==> src/rtl/flag_event_collector_pkg.sv <==
// rtl/flag_event_collector_pkg.sv - shared defaults, level-width helper and control bundle for the flag event collector
package flag_event_collector_pkg;

    localparam int DEF_SYNC_STAGES = 2;
    localparam int DEF_TS_W        = 16;
    localparam int DEF_DEPTH       = 4;
    localparam int DEF_DROP_W      = 8;

    // Occupancy needs one extra bit so that a full FIFO (level == DEPTH) is representable.
    function automatic int lvl_w(input int depth);
        return $clog2(depth) + 1;
    endfunction

    typedef struct packed {
        logic push;
        logic pop;
        logic drop;
    } evt_ctl_t;

endpackage

==> src/rtl/flag_event_collector_sync_fifo_fwft.sv <==
// rtl/flag_event_collector_sync_fifo_fwft.sv - first-word-fall-through FIFO with separately tracked level
module sync_fifo_fwft
    import flag_event_collector_pkg::*;
#(
    parameter int W     = 16,
    parameter int DEPTH = 4
) (
    input  logic                      clk,
    input  logic                      rst,
    input  logic                      push,
    input  logic [W-1:0]              push_data,
    input  logic                      pop,
    output logic [W-1:0]              rd_data,
    output logic [lvl_w(DEPTH)-1:0]   level,
    output logic                      full,
    output logic                      empty
);

    localparam int AW = $clog2(DEPTH);
    localparam int LW = lvl_w(DEPTH);

    logic [W-1:0]  mem [DEPTH];
    logic [AW-1:0] wr_ptr;
    logic [AW-1:0] rd_ptr;
    logic          do_push;
    logic          do_pop;

    assign full    = (level == LW'(DEPTH));
    assign empty   = (level == '0);
    assign do_pop  = pop & ~empty;
    // A pop in the same cycle frees the slot, so a full FIFO still accepts the push.
    assign do_push = push & (~full | do_pop);

    always_ff @(posedge clk or posedge rst) begin
        if (rst) begin
            wr_ptr <= '0;
            rd_ptr <= '0;
            level  <= '0;
        end else begin
            if (do_push) begin
                wr_ptr <= wr_ptr + AW'(1);
            end
            if (do_pop) begin
                rd_ptr <= rd_ptr + AW'(1);
            end
            case ({do_push, do_pop})
                2'b10:   level <= level + LW'(1);
                2'b01:   level <= level - LW'(1);
                default: level <= level;
            endcase
        end
    end

    always_ff @(posedge clk) begin
        if (do_push) begin
            mem[wr_ptr] <= push_data;
        end
    end

    assign rd_data = empty ? '0 : mem[rd_ptr];

endmodule

==> src/rtl/flag_event_collector.sv <==
// rtl/flag_event_collector.sv - synchronises flag, timestamps rising edges, buffers them and counts drops
module flag_event_collector
    import flag_event_collector_pkg::*;
#(
    parameter int SYNC_STAGES = DEF_SYNC_STAGES,
    parameter int TS_W        = DEF_TS_W,
    parameter int DEPTH       = DEF_DEPTH,
    parameter int DROP_W      = DEF_DROP_W
) (
    input  logic                     clk,
    input  logic                     rst,
    input  logic                     flag,
    output logic                     out_valid,
    input  logic                     out_ready,
    output logic [TS_W-1:0]          out_ts,
    output logic [lvl_w(DEPTH)-1:0]  level,
    output logic                     overflow,
    output logic [DROP_W-1:0]        drop_cnt,
    input  logic                     clr_ovf
);

    localparam logic [DROP_W-1:0] DROP_MAX = '1;

    logic            s;
    logic            p;
    logic            evt;
    logic [TS_W-1:0] ts_cnt;
    logic            full;
    logic            empty;
    evt_ctl_t        ctl;

    generate
        if (SYNC_STAGES == 0) begin : g_no_sync
            assign s = flag;
        end else begin : g_sync
            logic [SYNC_STAGES-1:0] chain;
            always_ff @(posedge clk or posedge rst) begin
                if (rst) begin
                    chain <= '0;
                end else begin
                    chain[0] <= flag;
                    for (int i = 1; i < SYNC_STAGES; i++) begin
                        chain[i] <= chain[i-1];
                    end
                end
            end
            assign s = chain[SYNC_STAGES-1];
        end
    endgenerate

    always_ff @(posedge clk or posedge rst) begin
        if (rst) begin
            p      <= 1'b0;
            ts_cnt <= '0;
        end else begin
            p      <= s;
            ts_cnt <= ts_cnt + TS_W'(1);
        end
    end

    assign evt = s & ~p;

    // Full implies non-empty, so a raised out_ready always frees a slot for the incoming event.
    assign ctl.push = evt;
    assign ctl.pop  = out_ready;
    assign ctl.drop = evt & full & ~out_ready;

    sync_fifo_fwft #(
        .W     (TS_W),
        .DEPTH (DEPTH)
    ) u_fifo (
        .clk       (clk),
        .rst       (rst),
        .push      (ctl.push),
        .push_data (ts_cnt),
        .pop       (ctl.pop),
        .rd_data   (out_ts),
        .level     (level),
        .full      (full),
        .empty     (empty)
    );

    assign out_valid = ~empty;

    always_ff @(posedge clk or posedge rst) begin
        if (rst) begin
            overflow <= 1'b0;
            drop_cnt <= '0;
        end else if (ctl.drop) begin
            overflow <= 1'b1;
            if (clr_ovf) begin
                drop_cnt <= DROP_W'(1);
            end else if (drop_cnt != DROP_MAX) begin
                drop_cnt <= drop_cnt + DROP_W'(1);
            end
        end else if (clr_ovf) begin
            overflow <= 1'b0;
            drop_cnt <= '0;
        end
    end

endmodule

==> config.mk <==
export PLATFORM = sky130hd
export DESIGN_NAME = flag_event_collector
export DESIGN_NICKNAME = d
export VERILOG_FILES = /design/src/rtl/flag_event_collector_pkg.sv /design/src/rtl/flag_event_collector_sync_fifo_fwft.sv /design/src/rtl/flag_event_collector.sv
export SDC_FILE = /design/constraint.sdc
export NUM_CORES = 1
export LEC_CHECK = 0
export CORE_MARGIN = 10
export CORE_UTILIZATION = 28
export DETAILED_ROUTE_END_ITERATION = 7
export PLACE_DENSITY = 0.53
export SYNTH_ARGS = -nofsm -noshare
export SYNTH_HDL_FRONTEND = slang
export SYNTH_SLANG_ARGS = --single-unit
==> constraint.sdc <==
create_clock -name clk -period 2.55 [get_ports clk]
set_input_delay 0.51 -clock clk [delete_from_list [all_inputs] [get_ports clk]]
set_output_delay 0.51 -clock clk [all_outputs]
set_load 0.01 [all_outputs]
==> impl_results.md <==
* Drt pass-1 iters at 4
* Bufs on Longest Clock Path at 2
* R2R depth at 8
* Clk_lat worst skew at 0.34 ns
* CTS tree: yes
* Vias in the first global route at 2297
* Number of flops mapped to enable cells by yosys at 64
* Share of cells above drive strength 1 at 0.1689
* Worst-margin pin slew at 0.5069 ns
* VDD IR max at 0.5362 mV
* GR Overflow Total at 0
* Dominant cells by area after synthesis: edfxtp_1 47%, dfrtp_1 21%, mux4_2 8.8%
* Average size of a mapped cell at 16.30 um^2
* Initial antenna violation count at 0
* Final min period at around 2.4 ns
* Yosys synthesis warning count at 0
* Initial Utilization at 0.2837
* Status: complete, no violations
* Vias per cell at around 4.4
* Endpoints failing hold at 0
* Worst Skew at 0.004217 ns
* Hold_sp: g_sync.chain[0]
* Main synth FF type: edfxtp_1
* Port Buffers at 33
* Mapped Cells at 252
* CTS sink count at 99
* Post-route ant nets at 0
* Seq/Total Area, Yosys at 0.6811
* Synthesized flop and latch total at 99
* Total track usage at 0.08064
* Clk root buf: clkbuf_16
* # diodes at 0
* Wirelength, routed at just under 8000 um
* Worst min-delay path endpoint: g_sync.chain[1]
* H-tree lvl count at 3
* Area leader, netlist: edfxtp_1
* Final core utilization at 0.3479
* WP data required at between 2 and 2.5 ns
* FP Rows at 44
* Ys async rst share at 0.3535
* Critical Path Fanout Max at 8
* Largest net degree at the start of global routing at 36
* Vias at 2135
* Netlist cell types at 39
* First-pass GRT wire length at about 12000 um
* CP arrival at approximately 1.9 ns
* Top-area cell type share of the netlist area at 0.4679
* DRC at 0
* Max-cap violations at 0
* Power per cell area at 966.4 nW/um^2
* Max Freq at 0.4096 GHz
* Setup Crit Path Kind: register to output port
* Ports at 34
* R2r startpoint: u_fifo.level[2]
* Num CTS Buffers at 9
* Relative slew slack at 0.6614
* Final period util at 0.9573
* Crit path capture type: output port
* Most frequent cell after synthesis: edfxtp_1
* Worst-path clk slew at 0.06 ns
* Synth top cells by count: 64 x edfxtp_1, 35 x dfrtp_1, 18 x and2_1
* Hold path cells at 0
* DR iter-0 viols at 130
* Sum Neg Setup Slack at 0 ns
* Synthesized area at ~4100 um^2
* Die area at 19910 um^2
* Die boundary height at roughly 140 um
* Total power at between 4 and 5 mW
* Pins over their slew limit at 0
* Post-synth net total at 265
* DP HPWL at between 4000 and 5000 um
* Net count, final at 310
* Routed WL per cell at 15.95 um
* GP Congestion at approximately 0.76
* Core Area at ~14000 um^2
* Die width at 141.1 um
* Hold Crit Class: register to register
* Layout area overhead at 22.63%
* Critical Path Start Type: register
* Final Setup Violations at 0
* RSZ-0062 raised after global routing: no
* Fill cell count at 1398
* Reg2Reg Capture Point: u_fifo.level[2]
* Lkg Pwr at 1.852 nW
* R2R Setup Slk at 0.36 ns
-- placed cells by master, fill, tap and decap left out, types with 7 or more instances in the layout --
| master | netlist | layout |
|---|---|---|
| clkdlybuf4s50_1 | 0 | 17 |
| edfxtp_1 | 64 | 64 |
| mux4_2 | 16 | 16 |
| and2_1 | 18 | 18 |
| dlygate4sd2_1 | 0 | 16 |
| ha_1 | 7 | 7 |
| dfrtp_1 | 35 | 34 |
| clkbuf_16 | 0 | 10 |
| nor2_1 | 9 | 9 |
| nand2_1 | 10 | 10 |
| xnor2_1 | 15 | 15 |
| inv_1 | 12 | 12 |
| nand3_1 | 11 | 11 |
-- flip-flops by register name, summed over array words and instances (netlist names), 2 cells and up --
register / cells
ts_cnt: 16
u_fifo.mem: 64
u_fifo.rd_ptr: 2
drop_cnt: 8
u_fifo.wr_ptr: 2
u_fifo.level: 3
g_sync.chain: 2
-- timing repair --
action	4_1_cts	5_1_grt
gates resized for setup	17	1
gates cloned	0	1
setup endpoints to repair	17	5
buffers inserted	0	0
hold buffers	0	0
-- logic make-up after synthesis --
| kind of cell | synth area share |
|---|---|
| XOR/XNOR | 0.04478 |
| flip-flops | 0.6811 |
| adder cells (fa/ha/maj) | 0.02619 |
| AO/OA/AOI/OAI | 0.01980 |
| AND/OR/NAND/NOR | 0.1109 |
| multiplexers | 0.09747 |
| buffers and inverters | 0.01980 |
-- where the power goes --
part	internal (mW)	switching (mW)	leakage, nW
combinational	0.774	0.673	0.691
sequential	1.89	0.0896	1.01
clock	0.867	0.576	0.151
-- per-stage QoR --
| step | area, um^2 | instances | worst slack [ns] | hold slack (ns) |
|---|---|---|---|---|
| after floorplan | 4108 | 252 | 0.4099 | 0.3312 |
| after global placement | 4710 | 469 | 0.1326 | 0.3351 |
| after detailed placement | 4710 | 469 | 0.03243 | 0.3364 |
| after CTS | 5011 | 485 | 0.04893 | 0.3504 |
| after global routing | 5037 | 486 | 0.02859 | 0.3537 |
| final | 5037 | 486 | 0.1089 | 0.3482 |
-- critical path: stages, from the launching register on --
cell	delay [ns]
dfrtp_2	0.45
clkbuf_16	0.21
mux4_2	0.48
and2_1	0.17
dlygate4sd2_1	0.28
-- per-layer routing --
| layer | wire length, um | GRT usage | vias to the layer above |
|---|---|---|---|
| met2 | 3462 | 0.1223 | 43 |
| met4 | 121 | 0.03261 | 0 |
| met3 | 492 | 0.03124 | 9 |
| met5 | 0 | 0 | - |
| met1 | 3674 | 0.1006 | 1059 |
| li1 | - | - | 1024 |
-- area by class of cell --
class                      instances  area (um^2)  area share
clock buffer                      11        232.7     0.04620
clock inverter                     5        85.08     0.01689
inverter                          12        45.04    0.008942
multi-input combinational        134         1232      0.2447
sequential                        99         2799      0.5556
tap                              184        230.2     0.04570
timing repair buffer              41        412.9     0.08197
-- worst max-delay path by stage --
stage | startpoint | end | slack (ns)
finish | u_fifo.rd_ptr[0] | out_ts[10] | 0.11
global route | u_fifo.rd_ptr[0] | out_ts[1] | 0.03
CTS | u_fifo.rd_ptr[0] | out_ts[0] | 0.05
detailed placement | out_ready | u_fifo.level[2] | 0.03
floorplan | u_fifo.level[1] | u_fifo.level[2] | 0.41
global placement | out_ready | u_fifo.level[2] | 0.13
(Power assumes the default switching activity.)
